--- src/rtl/me_pkg.sv ---
// Shared definitions for the full-search motion-estimation control unit.
//   - me_state_t   : main sequencer states
//   - DEF_*        : default geometry used when the top is not overridden
//   - helper functions deriving candidate count, centre offset and the
//     lengths of the three enable windows from the window/block geometry
package me_pkg;

    typedef enum logic [2:0] {
        ST_INIT,
        ST_IDLE,
        ST_RUN,
        ST_DRAIN,
        ST_ACK
    } me_state_t;

    localparam int DEF_SAD_WIDTH = 16;
    localparam int DEF_TB_LENGTH = 16;
    localparam int DEF_SW_LENGTH = 64;

    // Number of template placements inside the search window.
    function automatic int ncand(input int sw, input int tb);
        return (sw - tb + 1) * (sw - tb + 1);
    endfunction

    // Placement index that corresponds to a zero motion vector.
    function automatic int centre_off(input int sw, input int tb);
        return (sw - tb) / 2;
    endfunction

    // Enable window lengths, all measured from the first RUN cycle.
    function automatic int addr_sw_len(input int sw);
        return sw * sw;
    endfunction

    function automatic int addr_tb_len(input int tb);
        return tb * tb;
    endfunction

    function automatic int pe_sw_len(input int sw, input int tb);
        return sw * sw + sw - tb;
    endfunction

endpackage

--- src/rtl/me_enable_window.sv ---
// Single enable pulse train: while run is high, en is asserted on RUN
// cycles START .. START+LEN-1 (cycle 0 = first cycle with run high).
// The counter restarts whenever run drops and saturates past the window.
//   clk, rst_n : clock, asynchronous active-low reset
//   run        : sequencer is in its scan state
//   en         : enable output
module me_enable_window #(
    parameter int START = 0,
    parameter int LEN   = 1
) (
    input  logic clk,
    input  logic rst_n,
    input  logic run,
    output logic en
);

    localparam int STOP = START + LEN;
    localparam int CW   = $clog2(STOP + 1);
    localparam logic [CW-1:0] START_C = CW'(START);
    localparam logic [CW-1:0] STOP_C  = CW'(STOP);

    logic [CW-1:0] cnt;
    logic          in_win;

    always_ff @(posedge clk or negedge rst_n) begin
        if (!rst_n) begin
            cnt <= '0;
        end else if (!run) begin
            cnt <= '0;
        end else if (cnt != STOP_C) begin
            cnt <= cnt + 1'b1;
        end
    end

    // A window opening at cycle 0 needs no lower-bound compare.
    if (START == 0) begin : g_from_zero
        assign in_win = (cnt < STOP_C);
    end else begin : g_from_start
        assign in_win = (cnt >= START_C) && (cnt < STOP_C);
    end

    assign en = run && in_win;

endmodule

--- src/rtl/me_ctrl_fs_param.sv ---
// Full-search motion-estimation control unit. Sequences the SW/TB address
// generators and PE-array enables, scans all candidate positions, keeps the
// minimum SAD and reports its signed motion vector relative to the window
// centre. Supports early termination on a SAD threshold and a software abort.
//   clk, rst_n          : clock, asynchronous active-low reset
//   req / ack           : 4-phase search handshake
//   abort               : pulse, abandon the current search
//   early_en/sad_thresh : early termination control, captured at RUN entry
//   sad                 : PE-array SAD for the current scan position
//   clr                 : accumulator clear (IDLE)
//   en_addr_sw/tb       : address generator enables
//   en_pearray_sw/tb    : PE-array shift / load enables
//   min_sad/min_cnt     : best SAD and its candidate index
//   min_mvx/min_mvy     : signed motion vector of the best SAD
//   cand_cnt            : candidates evaluated
//   early               : result came from early termination
module me_ctrl_fs_param
    import me_pkg::*;
#(
    parameter int SAD_WIDTH  = DEF_SAD_WIDTH,
    parameter int TB_LENGTH  = DEF_TB_LENGTH,
    parameter int SW_LENGTH  = DEF_SW_LENGTH,
    parameter int PE_LATENCY = SW_LENGTH - TB_LENGTH + 7,
    parameter int NCAND      = ncand(SW_LENGTH, TB_LENGTH),
    parameter int CNT_WIDTH  = $clog2(NCAND + 1),
    parameter int VEC_WIDTH  = $clog2(SW_LENGTH) + 1
) (
    input  logic                        clk,
    input  logic                        rst_n,
    input  logic                        req,
    input  logic                        abort,
    input  logic                        early_en,
    input  logic [SAD_WIDTH-1:0]        sad_thresh,
    input  logic [SAD_WIDTH-1:0]        sad,
    output logic                        clr,
    output logic                        en_addr_sw,
    output logic                        en_addr_tb,
    output logic                        en_pearray_sw,
    output logic                        en_pearray_tb,
    output logic [SAD_WIDTH-1:0]        min_sad,
    output logic [CNT_WIDTH-1:0]        min_cnt,
    output logic signed [VEC_WIDTH-1:0] min_mvx,
    output logic signed [VEC_WIDTH-1:0] min_mvy,
    output logic [CNT_WIDTH-1:0]        cand_cnt,
    output logic                        early,
    output logic                        ack
);

    localparam int XY_W  = $clog2(SW_LENGTH);
    localparam int LAT_W = $clog2(PE_LATENCY + 2);
    localparam logic [XY_W-1:0]      XY_MAX  = XY_W'(SW_LENGTH - 1);
    localparam logic [XY_W-1:0]      TB_M1   = XY_W'(TB_LENGTH - 1);
    localparam logic [LAT_W-1:0]     LAT_C   = LAT_W'(PE_LATENCY);
    localparam logic [CNT_WIDTH-1:0] NCAND_C = CNT_WIDTH'(NCAND);
    localparam logic signed [VEC_WIDTH-1:0] MV_BIAS =
        VEC_WIDTH'(TB_LENGTH - 1 + centre_off(SW_LENGTH, TB_LENGTH));

    // Scan coordinate -> signed vector component about the window centre.
    function automatic logic signed [VEC_WIDTH-1:0] to_mv(input logic [XY_W-1:0] p);
        return $signed(VEC_WIDTH'(p)) - MV_BIAS;
    endfunction

    me_state_t            state, state_nxt;
    logic                 run;
    logic                 drain_cnt;
    logic [LAT_W-1:0]     lat_cnt;
    logic [XY_W-1:0]      x, y;
    logic                 early_en_q;
    logic [SAD_WIDTH-1:0] thresh_q;
    logic                 en_addr_tb_p1;
    logic                 scan_on, last_pos, valid, early_hit, take, better;

    assign run = (state == ST_RUN);

    assign scan_on   = run && (lat_cnt == LAT_C);
    assign last_pos  = scan_on && (x == XY_MAX) && (y == XY_MAX);
    assign valid     = scan_on && (x >= TB_M1) && (y >= TB_M1);
    assign early_hit = valid && early_en_q && (sad <= thresh_q);
    // An abort freezes results unless an early hit lands in the same cycle.
    assign take      = valid && (!abort || early_hit) && (cand_cnt != NCAND_C);
    assign better    = take && (sad < min_sad);

    always_comb begin
        state_nxt = state;
        clr       = 1'b0;
        ack       = 1'b0;
        case (state)
            ST_INIT:  state_nxt = ST_IDLE;
            ST_IDLE: begin
                clr = 1'b1;
                if (req) state_nxt = ST_RUN;
            end
            ST_RUN:   if (last_pos || early_hit || abort) state_nxt = ST_DRAIN;
            ST_DRAIN: if (drain_cnt) state_nxt = ST_ACK;
            ST_ACK: begin
                ack = 1'b1;
                if (!req) state_nxt = ST_IDLE;
            end
            default:  state_nxt = ST_INIT;
        endcase
    end

    always_ff @(posedge clk or negedge rst_n) begin
        if (!rst_n) begin
            state     <= ST_INIT;
            drain_cnt <= 1'b0;
        end else begin
            state     <= state_nxt;
            drain_cnt <= (state == ST_DRAIN) ? ~drain_cnt : 1'b0;
        end
    end

    // Early-termination settings are frozen for the whole search.
    always_ff @(posedge clk) begin
        if (state == ST_IDLE && req) begin
            early_en_q <= early_en;
            thresh_q   <= sad_thresh;
        end
    end

    // Scan position: latency countdown, then y inner / x outer.
    always_ff @(posedge clk or negedge rst_n) begin
        if (!rst_n) begin
            lat_cnt <= '0;
            x       <= '0;
            y       <= '0;
        end else if (!run) begin
            lat_cnt <= '0;
            x       <= '0;
            y       <= '0;
        end else if (lat_cnt != LAT_C) begin
            lat_cnt <= lat_cnt + 1'b1;
        end else if (y == XY_MAX) begin
            y <= '0;
            x <= x + 1'b1;
        end else begin
            y <= y + 1'b1;
        end
    end

    // Results clear on every entry into (and stay in) IDLE.
    always_ff @(posedge clk or negedge rst_n) begin
        if (!rst_n) begin
            min_sad  <= '1;
            min_cnt  <= '0;
            min_mvx  <= '0;
            min_mvy  <= '0;
            cand_cnt <= '0;
            early    <= 1'b0;
        end else if (state_nxt == ST_IDLE) begin
            min_sad  <= '1;
            min_cnt  <= '0;
            min_mvx  <= '0;
            min_mvy  <= '0;
            cand_cnt <= '0;
            early    <= 1'b0;
        end else begin
            if (take) cand_cnt <= cand_cnt + 1'b1;
            if (better) begin
                min_sad <= sad;
                min_cnt <= cand_cnt;
                min_mvx <= to_mv(x);
                min_mvy <= to_mv(y);
            end
            if (early_hit) early <= 1'b1;
        end
    end

    me_enable_window #(.START(0), .LEN(addr_sw_len(SW_LENGTH))) u_addr_sw (
        .clk(clk), .rst_n(rst_n), .run(run), .en(en_addr_sw)
    );

    me_enable_window #(.START(0), .LEN(addr_tb_len(TB_LENGTH))) u_addr_tb (
        .clk(clk), .rst_n(rst_n), .run(run), .en(en_addr_tb)
    );

    me_enable_window #(.START(1), .LEN(pe_sw_len(SW_LENGTH, TB_LENGTH))) u_pearray_sw (
        .clk(clk), .rst_n(rst_n), .run(run), .en(en_pearray_sw)
    );

    // TB load follows the TB address by one cycle; gated so DRAIN stays quiet.
    always_ff @(posedge clk or negedge rst_n) begin
        if (!rst_n) en_addr_tb_p1 <= 1'b0;
        else        en_addr_tb_p1 <= en_addr_tb;
    end

    assign en_pearray_tb = en_addr_tb_p1 && run;

endmodule
--- config.mk ---
export PLATFORM = sky130hd
export DESIGN_NAME = me_ctrl_fs_param
export DESIGN_NICKNAME = d
export VERILOG_FILES = /design/src/rtl/me_pkg.sv /design/src/rtl/me_enable_window.sv /design/src/rtl/me_ctrl_fs_param.sv
export SDC_FILE = /design/constraint.sdc
export NUM_CORES = 1
export LEC_CHECK = 0
export BUFFER_PORTS_ARGS = -buffer_cell sky130_fd_sc_hd__buf_4
export CORE_UTILIZATION = 43
export DETAILED_ROUTE_END_ITERATION = 6
export GPL_ROUTABILITY_DRIVEN = 0
export HOLD_SLACK_MARGIN = 0.03
export SYNTH_ARGS = -nofsm -noshare
export SYNTH_HDL_FRONTEND = slang
export SYNTH_SLANG_ARGS = --single-unit
--- constraint.sdc ---
create_clock -name clk -period 5.2 [get_ports clk]
set_input_delay 0.52 -clock clk [delete_from_list [all_inputs] [get_ports clk]]
set_output_delay 0.52 -clock clk [all_outputs]
set_load 0.01 [all_outputs]
==> qor.yml, run 1 <==
syn2layout_area_growth_pct: 21.9
ys_warn_count: 0
drv_slew: 0
hold_ws_ps: 196
htreeDepth: 4
place_area_mm2: 0.00775
avgSynthCellArea_um2: 10.2
finalClockSkew_ps: 8.06
final_common_cell: "buf_4"
grt_max_degree: 61
routed_wl_um: 14700
worstSkewPairLatency_ps: 410
numCtsBuffers: 17
rsz0062_at_grt: "no"
initial_utilization_pct: 44.5
route.vias.total: 5065
routedWlPerCell_um: 14.9
r2r_start: "min_sad[1]$_DFFE_PN1P_"
synth_fp_nets: 748
cp_top_family: "compound AO/OA/AOI/OAI gates"
antenna_left: 0
hp-class: "in2async"
utilization_pct: 54.3
synth-seq-cells: 130
r2r-end: "min_mvy[0]$_DFFE_PN0P_"
fmax_ghz: 0.293
r2r_cells: 9
nFillCells: 1350
synthesis.area_mm2: 0.00685
core.rowCount: 45
power.density_mw_per_mm2: 339
fp.coreArea_mm2: 0.0154
fin_nets: 846
arrival_ps: 3750
drt_iter0_drc: 322
slew_headroom_pct: 27.1
die_width_um: 128
antennaDiodeCount: 0
final_cell_mix: "buf_4 (100), dfrtp_1 (97), nand2_1 (81)"
synthCells: 669
ir_worst_vdd_mv: 0.256
path_cells: "inv_1 -> ha_1 -> a21o_1 -> a211o_1 -> a211oi_1 -> o31ai_1 -> nor2b_4 -> buf_4 -> mux2i_1"
vias_per_cell: 5.12
clk_path_buf_depth: 2
cts-resized-gates: 0
tns_ps: 0
ys_seq_area_share_pct: 49.1
synth_flop_cell: "dfrtp_1"
grt-ovfl-total: 0
hold_viol_final: 0
cts_tree: "done"
synth-edff-count: 17
grt_pass1_wl_um: 24500
die-height_um: 128
track_usage_pct: 19.1
drive_gt1_share_pct: 21.4
status: "completed"
final_cell_area_mm2: 0.00834
reg2reg_slack_ps: 1780
cp_max_fo: 24
route.detailed.drc: 0
cap_violations: 0
clockRootBuffer: "clkbuf_16"
postSynth.asyncResetShare_pct: 86.9
start_kind: "register"
setup_viol: 0
path_buf_inv: 2
leakagePower_nw: 3.81
port_buffers: 97
dpl_worst_slack_ps: 1570
tightest_slew_ps: 1090
yosysUniqueCellTypes: 57
path_clk_slew_ps: 50
max_stage_delay_ps: 780
dp_hpwl_um: 10500
grt_pass1_vias: 5123
end_kind: "register"
period_share_pct: 65.7
worst_slack_ps: 1780
crit_type: "reg2reg"
clock_sinks: 130
slowest_stage: "nor2b_4"
post_cts_buffers: 0
layout_min_cycle_time_ps: 3420
hold_buffers: 0
dieArea_mm2: 0.0164
antenna_found_initial: 0
drtPass1Iterations: 4
required_ps: 5530
num_io_pins: 98
final cells by class:
cell class / count / area [um^2] / area share, %
tap: 211 / 264 / 3.16
sequential: 130 / 3360 / 40.3
clock inverter: 4 / 70.1 / 0.840
timing repair buffer: 100 / 751 / 9.00
multi-input combinational: 463 / 3170 / 38.0
inverter: 55 / 206 / 2.47
clock buffer: 27 / 524 / 6.28
power breakdown:
| part | leakage, nW | switching (mW) | total, mW | internal [mW] |
|---|---|---|---|---|
| logic | 1.84 | 0.315 | 0.476 | 0.161 |
| registers | 1.67 | 0.0513 | 1.16 | 1.11 |
| clock network | 0.293 | 0.412 | 1.19 | 0.782 |
| total | 3.81 | 0.779 | 2.83 | 2.05 |
cells by family after synthesis:
group / Yosys count / share of synthesized area, %
AND/OR/NAND/NOR: 243 / 17.2
adder cells (fa/ha/maj): 42 / 7.68
AO/OA/AOI/OAI: 88 / 7.82
flip-flops: 130 / 49.1
multiplexers: 49 / 8.21
XOR/XNOR: 41 / 5.25
buffers and inverters: 76 / 4.81
worst register-to-register path: stages, from the launching register on:
cell and delay [ps]:
dfstp_2 530, inv_1 50, ha_1 270, a21o_1 160, a211o_1 290, a211oi_1 380
o31ai_1 190, nor2b_4 780, buf_4 460, mux2i_1 240
how the worst max path moves through the flow:
stage                                         end  depth (start not counted)  slack, ps                   start
final                      min_mvy[0]$_DFFE_PN0P_                          9       1780  min_sad[1]$_DFFE_PN1P_
after CTS                  min_mvy[0]$_DFFE_PN0P_                          9       1720  min_sad[1]$_DFFE_PN1P_
after global routing       min_mvy[1]$_DFFE_PN0P_                          7       1590      state[1]$_DFF_PN0_
after global placement     min_mvy[2]$_DFFE_PN0P_                         10       1690                 sad[13]
after floorplan           min_sad[13]$_DFFE_PN1P_                         10       2690                  sad[1]
after detailed placement   min_mvy[0]$_DFFE_PN0P_                         10       1570                 sad[11]
synthesized netlist by cell type (4+ instances only):
cell      count  area share, %
a211oi_1      4           0.44
clkbuf_1     14           0.77
dfstp_2      16            6.1
nand4_1      18            1.6
nor4_1        6           0.55
or4_1         4           0.44
inv_1        55            3.0
dfrtp_1      97             35
nor3_1        8           0.58
mux2i_1      31            4.5
xnor2_1      17            2.2
xor2_1       24            3.1
mux2_4       13            2.9
and3_1        7           0.64
nor2b_1       4           0.37
or3_1        16            1.5
buf_6         4           0.66
a21oi_1      33            2.4
nand2_1      81            4.4
edfxtp_1     17            7.5
o21ai_0      27            2.0
nand3_1      20            1.5
ha_1         42            7.7
nor2_1       61            3.3
registers in the layout (all words and copies together) (netlist names):
| register | count |
|---|---|
| early | 1 |
| cand_cnt | 12 |
| u_addr_tb.cnt | 9 |
| x | 6 |
| min_mvy | 7 |
| state | 3 |
| drain_cnt | 1 |
| y | 6 |
| u_addr_sw.cnt | 13 |
| early_en_q | 1 |
| lat_cnt | 6 |
| u_pearray_sw.cnt | 13 |
| min_sad | 16 |
| en_addr_tb_p1 | 1 |
| min_mvx | 7 |
| thresh_q | 16 |
| min_cnt | 12 |
layer usage:
layer	GRT usage (%)	wire, um	vias up
met5	0	0	-
met4	5.47	166	0
met3	5.22	578	19
met2	33.7	7490	91
met1	22.8	6480	2449
li1	-	-	2506
per-stage QoR:
stage	power (mW)	cells
6_report	2.83	990
5_1_grt	2.99	990
4_1_cts	2.87	990
3_5_place_dp	1.66	959
3_3_place_gp	1.65	959
2_1_floorplan	1.48	669
No activity file was read; power rests on OpenSTA's default activity.
==> inputs of run 2 (changes only) <==
--- a/config.mk
+++ b/config.mk
@@ -5,6 +5,7 @@
 export SDC_FILE = /design/constraint.sdc
 export NUM_CORES = 1
 export LEC_CHECK = 0
+export ABC_AREA = 1
 export BUFFER_PORTS_ARGS = -buffer_cell sky130_fd_sc_hd__buf_4
 export CORE_UTILIZATION = 43
 export DETAILED_ROUTE_END_ITERATION = 6
==> constraint.sdc (replaced) <==
create_clock -name clk -period 2.84 [get_ports clk]
set_input_delay 0.284 -clock clk [delete_from_list [all_inputs] [get_ports clk]]
set_output_delay 0.284 -clock clk [all_outputs]
set_load 0.01 [all_outputs]
==> run 2 against run 1 <==
  * Non-clock buffer count increased by 19
  * Clock skew decreased by 1.4 ps
  * Via count increased by 16%
  * Synthesized area increased by 4.1%
  * Sequential share of layout area decreased by 2.0 points
  * Combinational power increased to 4.5 times the previous value
  * Largest power group is now sequential cells
  * Sequential power increased by 110%
  * Worst setup slack got worse by 1300 ps
  * Critical endpoint is now min_mvx[0]$_DFFE_PN0P_
  * Hold slack got worse by 150 ps
==> qor.yml, run 2 <==
status: "completed"
final_common_cell: "nand2_1"
grt_max_degree: 58  # -4.9%
final_cell_mix: "nand2_1 (186), nand3_1 (108), inv_1 (107)"
hold_path_end: "thresh_q[12]$_DFFE_PP_"
r2r_cells: 11  # +2
nFillCells: 1505  # +11%
route.detailed.drc: 0  # unchanged
vias_per_cell: 4.89  # -4.3%
met1_usage_pct: 26.2  # +3.4 points
dieArea_mm2: 0.0171  # +4.1%
synthSimpleGateAreaFrac_pct: 28.4  # +11 points
synthTopCellsByCount: "nand2_1 (186), nand3_1 (108), inv_1 (107), dfrtp_1 (97), nor2_1 (71)"
synthCells: 856  # +28%
drtPass1Iterations: 5  # +1
hold_viol_final: 0  # unchanged
initial_utilization_pct: 44.4  # -0.14 points
largestRegisters: "min_sad x16, thresh_q x16"
ys_seq_area_share_pct: 47.1  # -2.0 points
synthTopCellsByArea: "dfrtp_1 (34%), nand2_1 (9.8%), nand3_1 (7.6%), ha_1 (7.4%), edfxtp_1 (7.2%)"
synthesis.area_mm2: 0.00713  # +4.1%
fp.coreArea_mm2: 0.0161  # +4.5%
yosysUniqueCellTypes: 44  # -23%
grt_use_met2_pct: 34.9  # +1.2 points
max_stage_delay_ps: 540  # -240 ps
htreeDepth: 4  # unchanged
synth_fp_nets: 935  # +25%
grt_pass1_wl_um: 27000  # +10%
leakagePower_nw: 4.42  # +16%
tightest_slew_ps: 735  # -355 ps
start_kind: "register"
setup_viol: 0  # unchanged
drv_slew: 0  # unchanged
power.density_mw_per_mm2: 756  # +120%
combPwrFrac_pct: 32.0  # +15 points
routedWlPerCell_um: 13.5  # -8.9%
period_share_pct: 82.1  # +16 points
port_buffers: 97  # unchanged
antenna_left: 0  # unchanged
end_kind: "register"
synth_compound_area_share_pct: 6.77  # -1.0 points
layout_min_cycle_time_ps: 2330  # -1090 ps
ys_warn_count: 0  # unchanged
synth_top_area_cell: "dfrtp_1"
cts_tree: "done"
cp_max_fo: 18  # -25%
cap_violations: 0  # unchanged
dp_hpwl_um: 11200  # +6.2%
postSynth.asyncResetShare_pct: 86.9  # unchanged
routed_wl_um: 16200  # +10%
fmax_ghz: 0.429  # +47%
switching_share_pct: 35.0  # +7.4 points
numCtsBuffers: 17  # unchanged
avgSynthCellArea_um2: 8.33  # -19%
r2r-end: "min_mvx[0]$_DFFE_PN0P_"
track_usage_pct: 20.5  # +1.4 points
grt_most_used_layer: "met2"
drive_gt1_share_pct: 19.2  # -2.2 points
die_width_um: 131  # +2.0%
synth_most_common_cell: "nand2_1"
synth-xor-area-share_pct: 2.46  # -2.8 points
p_seq_share_pct: 36.5  # -4.4 points
use_met3_pct: 4.23  # -0.98 points
synth_top_family_by_area: "simple AND/OR/NAND/NOR gates"
hold_depth: 1
rsz0062_at_grt: "no"
synth_mux_area_share_pct: 0  # -8.2 points
reg2reg_slack_ps: 510  # -1270 ps
fin_nets: 1048  # +24%
p_total_mw: 6.63  # +130%
grt-ovfl-total: 0  # unchanged
core.rowCount: 46  # +2.2%
synth_flop_cell: "dfrtp_1"
num_io_pins: 98  # unchanged
drt_iter0_drc: 329  # +2.2%
cts-resized-gates: 0  # unchanged
grt_pass1_vias: 5599  # +9.3%
synthAdderAreaFrac_pct: 7.37  # -0.31 points
hp-class: "in2reg"
finalClockSkew_ps: 6.64  # -1.42 ps
crit_type: "reg2reg"
clk_path_buf_depth: 2  # unchanged
clock_sinks: 130  # unchanged
syn2layout_area_growth_pct: 23.1
synth-edff-count: 17  # unchanged
arrival_ps: 2630  # -1120 ps
route.vias.total: 5863  # +16%
min_from: "sad_thresh[12]"
r2r_start: "min_sad[13]$_DFFE_PN1P_"
slowest_stage: "dfstp_2"
clockRootBuffer: "clkbuf_16"
slew_headroom_pct: 50.9  # +24 points
clock_power_share_pct: 31.6  # -11 points
yosysTopAreaCellShare_pct: 34.0  # -1.4 points
switchingPower_mw: 2.32  # +200%
worstSkewPairLatency_ps: 410  # about the same
die-height_um: 131  # +2.0%
path_common_cell: "o21ai_0"
antennaDiodeCount: 0  # unchanged
ir_worst_vdd_mv: 0.489  # +91%
internal_power_mw: 4.31  # +110%
path_clk_slew_ps: 60  # about the same
synth-seq-cells: 130  # unchanged
tns_ps: 0  # unchanged
required_ps: 3140  # -2390 ps
antenna_found_initial: 0  # unchanged
path_cells: "inv_1 -> ha_1 -> a21oi_1 -> o21ai_0 -> nor2_1 -> o21ai_0 -> a21oi_2 -> nand3_4 -> buf_4 -> nand3_1 -> nand2_1"
[run 2: changes by cell type after synthesis, sizes merged, moves of 16 or more]
cell,change
nor3,+18
mux2i,-31
nand3,+91
mux2,-18
or2,+16
nand2,+110
or3,-16
inv,+60
[run 2: how the worst max path moves through the flow]
stage | start | end | cells after the start
after floorplan | min_sad[9]$_DFFE_PN1P_ | min_mvx[5]$_DFFE_PN0P_ | 11
after global placement | min_sad[13]$_DFFE_PN1P_ | min_mvy[2]$_DFFE_PN0P_ | 11
after detailed placement | sad[15] | min_mvy[2]$_DFFE_PN0P_ | 12
after CTS | min_sad[13]$_DFFE_PN1P_ | min_mvx[0]$_DFFE_PN0P_ | 11
after global routing | thresh_q[15]$_DFFE_PP_ | min_cnt[2]$_DFFE_PN0P_ | 12
final | min_sad[13]$_DFFE_PN1P_ | min_mvx[0]$_DFFE_PN0P_ | 11
[run 2: final cells by class]
| cell class | count | area (um^2) | area share, % |
|---|---|---|---|
| clock buffer | 27 | 513 | 5.84 |
| clock inverter | 5 | 52.6 | 0.599 |
| inverter | 115 | 432 | 4.92 |
| multi-input combinational | 586 | 3210 | 36.6 |
| sequential | 130 | 3360 | 38.3 |
| tap | 216 | 270 | 3.08 |
| timing repair buffer | 119 | 938 | 10.7 |
[run 2: cell families after synthesis]
logic type                 count (synthesis)
and+or+nand+nor                          442
buffers and inverters                    140
DFF                                      130
AOI/OAI and AO/OA                         82
adders and majority gates                 42
xor gates and xnor gates                  20
[run 2: worst max-delay path, delay by kind of cell (launching register included)]
| family | cells | cell delay [ps] |
|---|---|---|
| buffers and inverters | 2 | 320 |
| flip-flops | 1 | 540 |
| adder cells (fa/ha/maj) | 1 | 280 |
| AO/OA/AOI/OAI | 4 | 570 |
| AND/OR/NAND/NOR | 4 | 500 |
[run 2: per-layer routing]
metal | wire length, um | part of all wire [%]
met5 | 0 | 0
met4 | 203 | 1.3
met3 | 562 | 3.5
met2 | 7820 | 48
met1 | 7630 | 47
[run 2: power by group through the flow]
stage | Combinational [mW] | Sequential, mW | Clock [mW]
after global routing | 2.43 | 2.45 | 2.23
after detailed placement | 2.14 | 2.45 | 0
after CTS | 2.16 | 2.42 | 2.15
after global placement | 2.12 | 2.44 | 0
after floorplan | 1.36 | 2.47 | 0
final | 2.12 | 2.42 | 2.10
[run 2: through the flow]
step | utilization, % | hold slack [ps] | std cells | cell area, um^2 | setup slack, ps
floorplan | - | -11.6 | 856 | 7130 | 618
global placement | 50.3 | 291 | 1153 | 8080 | 492
detailed placement | 50.3 | 297 | 1153 | 8080 | 505
CTS | 54.4 | 30.6 | 1194 | 8740 | 504
global route | 54.7 | 30.2 | 1198 | 8780 | 292
finish | 54.7 | 47.9 | 1198 | 8780 | 507
[run 2: timing repair]
action / 4_1_cts / 5_1_grt
endpoints found under the setup margin: 0 / 0
hold buffers: 9 / 4
setup buffers: 0 / 0
hold endpoints to repair: 26 / 4
==> inputs of run 3 (changes only) <==
==> constraint.sdc (replaced) <==
create_clock -name clk -period 2.4 [get_ports clk]
set_input_delay 0.24 -clock clk [delete_from_list [all_inputs] [get_ports clk]]
set_output_delay 0.24 -clock clk [all_outputs]
set_load 0.01 [all_outputs]
==> run 3 against run 2 <==
  * Critical path depth increased by 3
  * Combinational power rose by 20%
  * Non-clock buffer count up 13
  * Critical path type unchanged
  * Largest cell class unchanged
  * Largest power group unchanged
  * Highest routed layer unchanged
==> qor.yml, run 3 (same netlist as run 2, synthesis figures left out) <==
slew_headroom_pct: 60.3  # +9.4 points
worst_slack_ps: 256  # -251 ps
tightest_slew_ps: 595  # -140 ps
path_cells: "ha_1 -> nand2_2 -> nor2_4 -> nand3_4 -> nor2_8 -> o211ai_4 -> nor2_2 -> nand2_2 -> nand2_4 -> nand2_4 -> inv_2 -> buf_12 -> nand3_1 -> nand2_1"
fp.coreArea_mm2: 0.0161  # unchanged
worstSkewPairLatency_ps: 410  # about the same
leakagePower_nw: 4.49  # +1.8%
place_area_mm2: 0.00816  # +0.90%
final_cell_area_mm2: 0.00892  # +1.6%
route.vias.total: 5954  # +1.6%
fmax_ghz: 0.467  # +8.8%
start_kind: "register"
setup_viol: 0  # unchanged
hold_ws_ps: 113  # +65.4 ps
antennaDiodeCount: 0  # unchanged
period_share_pct: 89.3  # +7.2 points
path_clk_slew_ps: 60  # about the same
initial_utilization_pct: 44.4  # unchanged
num_io_pins: 98  # unchanged
dieArea_mm2: 0.0171  # unchanged
finalClockSkew_ps: 7.69  # +1.05 ps
grt-ovfl-total: 0  # unchanged
cp_top_family: "simple AND/OR/NAND/NOR gates"
cp_max_fo: 29  # +11
routed_wl_um: 16500  # +1.5%
port_buffers: 97  # unchanged
crit_type: "reg2reg"
final_cell_mix: "nand2_1 (186), buf_4 (112), nand3_1 (108)"
ir_worst_vdd_mv: 0.674  # +38%
final_common_cell: "nand2_1"
hp-class: "in2reg"
route.detailed.drc: 0  # unchanged
syn2layout_area_growth_pct: 25.1
clock_sinks: 130  # unchanged
power.density_mw_per_mm2: 892  # +18%
die-height_um: 131  # unchanged
vias_per_cell: 4.93  # +0.71%
antenna_left: 0  # unchanged
status: "completed"
drv_slew: 0  # unchanged
clockRootBuffer: "clkbuf_16"
drtPass1Iterations: 4  # -1
core.rowCount: 46  # unchanged
routedWlPerCell_um: 13.6  # +0.66%
dpl_worst_slack_ps: 211  # -295 ps
die_width_um: 131  # unchanged
tns_ps: 0  # unchanged
cts_tree: "done"
end_kind: "register"
layout_min_cycle_time_ps: 2140  # -189 ps
slowest_stage: "dfrtp_1"
cap_violations: 0  # unchanged
largestRegisters: "min_sad x16, thresh_q x16"
arrival_ps: 2490  # -140 ps
grt_max_degree: 71  # +22%
antenna_found_initial: 0  # unchanged
drt_iter0_drc: 292  # -11%
htreeDepth: 4  # unchanged
drive_gt1_share_pct: 20.1  # +0.81 points
clk_path_buf_depth: 2  # unchanged
grt_pass1_vias: 5563  # -0.64%
track_usage_pct: 20.6  # +0.027 points
fin_nets: 1061  # +1.2%
required_ps: 2750  # -390 ps
numCtsBuffers: 17  # unchanged
grt_pass1_wl_um: 27100  # +0.36%
dp_hpwl_um: 11500  # +2.6%
hold_viol_final: 0  # unchanged
rsz0062_at_grt: "no"
max_stage_delay_ps: 370  # -170 ps
path_buf_inv: 2  # unchanged
[run 3: path summary, 6_finish.rpt]
check | from | endpoint | slack (ps) | depth (start not counted)
setup / recovery | lat_cnt[0]$_DFFE_PN0P_ | min_mvy[0]$_DFFE_PN0P_ | 260 | 14
hold / removal | req | state[1]$_DFF_PN0_ | 110 | 3
setup reg to reg | lat_cnt[0]$_DFFE_PN0P_ | min_mvy[0]$_DFFE_PN0P_ | 260 | 14
min in group asynchronous | rst_n | min_cnt[4]$_DFFE_PN0P_ | 270 | 2
hold reg to reg | drain_cnt$_DFF_PN0_ | drain_cnt$_DFF_PN0_ | 440 | 1
max in group asynchronous | rst_n | min_sad[3]$_DFFE_PN1P_ | 1420 | 3
[run 3: worst reg2reg max path, delay by kind of cell, from the launching register on]
family	cells	cell delay, ps
buffers and inverters	2	270
DFF	1	370
adders and majority gates	1	210
and+or+nand+nor	10	1100
AOI/OAI and AO/OA	1	130
[run 3: where the power goes]
part / total, mW / internal [mW] / switching [mW]
Combinational: 2.55 / 0.931 / 1.62
Clock: 2.55 / 1.64 / 0.907
Sequential: 2.86 / 2.65 / 0.205
[run 3: final cells by class]
type / instances / area (um^2)
fillers: 1523 / 7140
clock inverters: 6 / 80.1
inverters: 115 / 432
clock buffers: 23 / 498
repair buffers: 132 / 1060
well taps: 216 / 270
multi-input cells: 586 / 3220
flip-flops and latches: 130 / 3360
[run 3: through the flow]
stage               cells  util, %  total power [mW]
finish               1208     55.5              7.95
detailed placement   1161     50.8              5.46
global route         1208     55.5              8.53
floorplan             856        -              4.53
CTS                  1208     55.5              8.07
global placement     1161     50.8              5.43
[run 3: timing repair]
action | in CTS | in global routing
gates resized for setup | 0 | 1
hold endpoints to repair | 37 | 0
hold buffers | 18 | 0
buffers inserted | 0 | 0
endpoints found under the setup margin | 0 | 1
[run 3: per-layer routing]
metal,GRT usage [%],wire [um],vias to the layer above
li1,-,-,3054
met1,26.9,7700,2795
met2,34.0,7970,97
met3,4.85,645,8
met4,5.95,133,0
met5,0,0,-
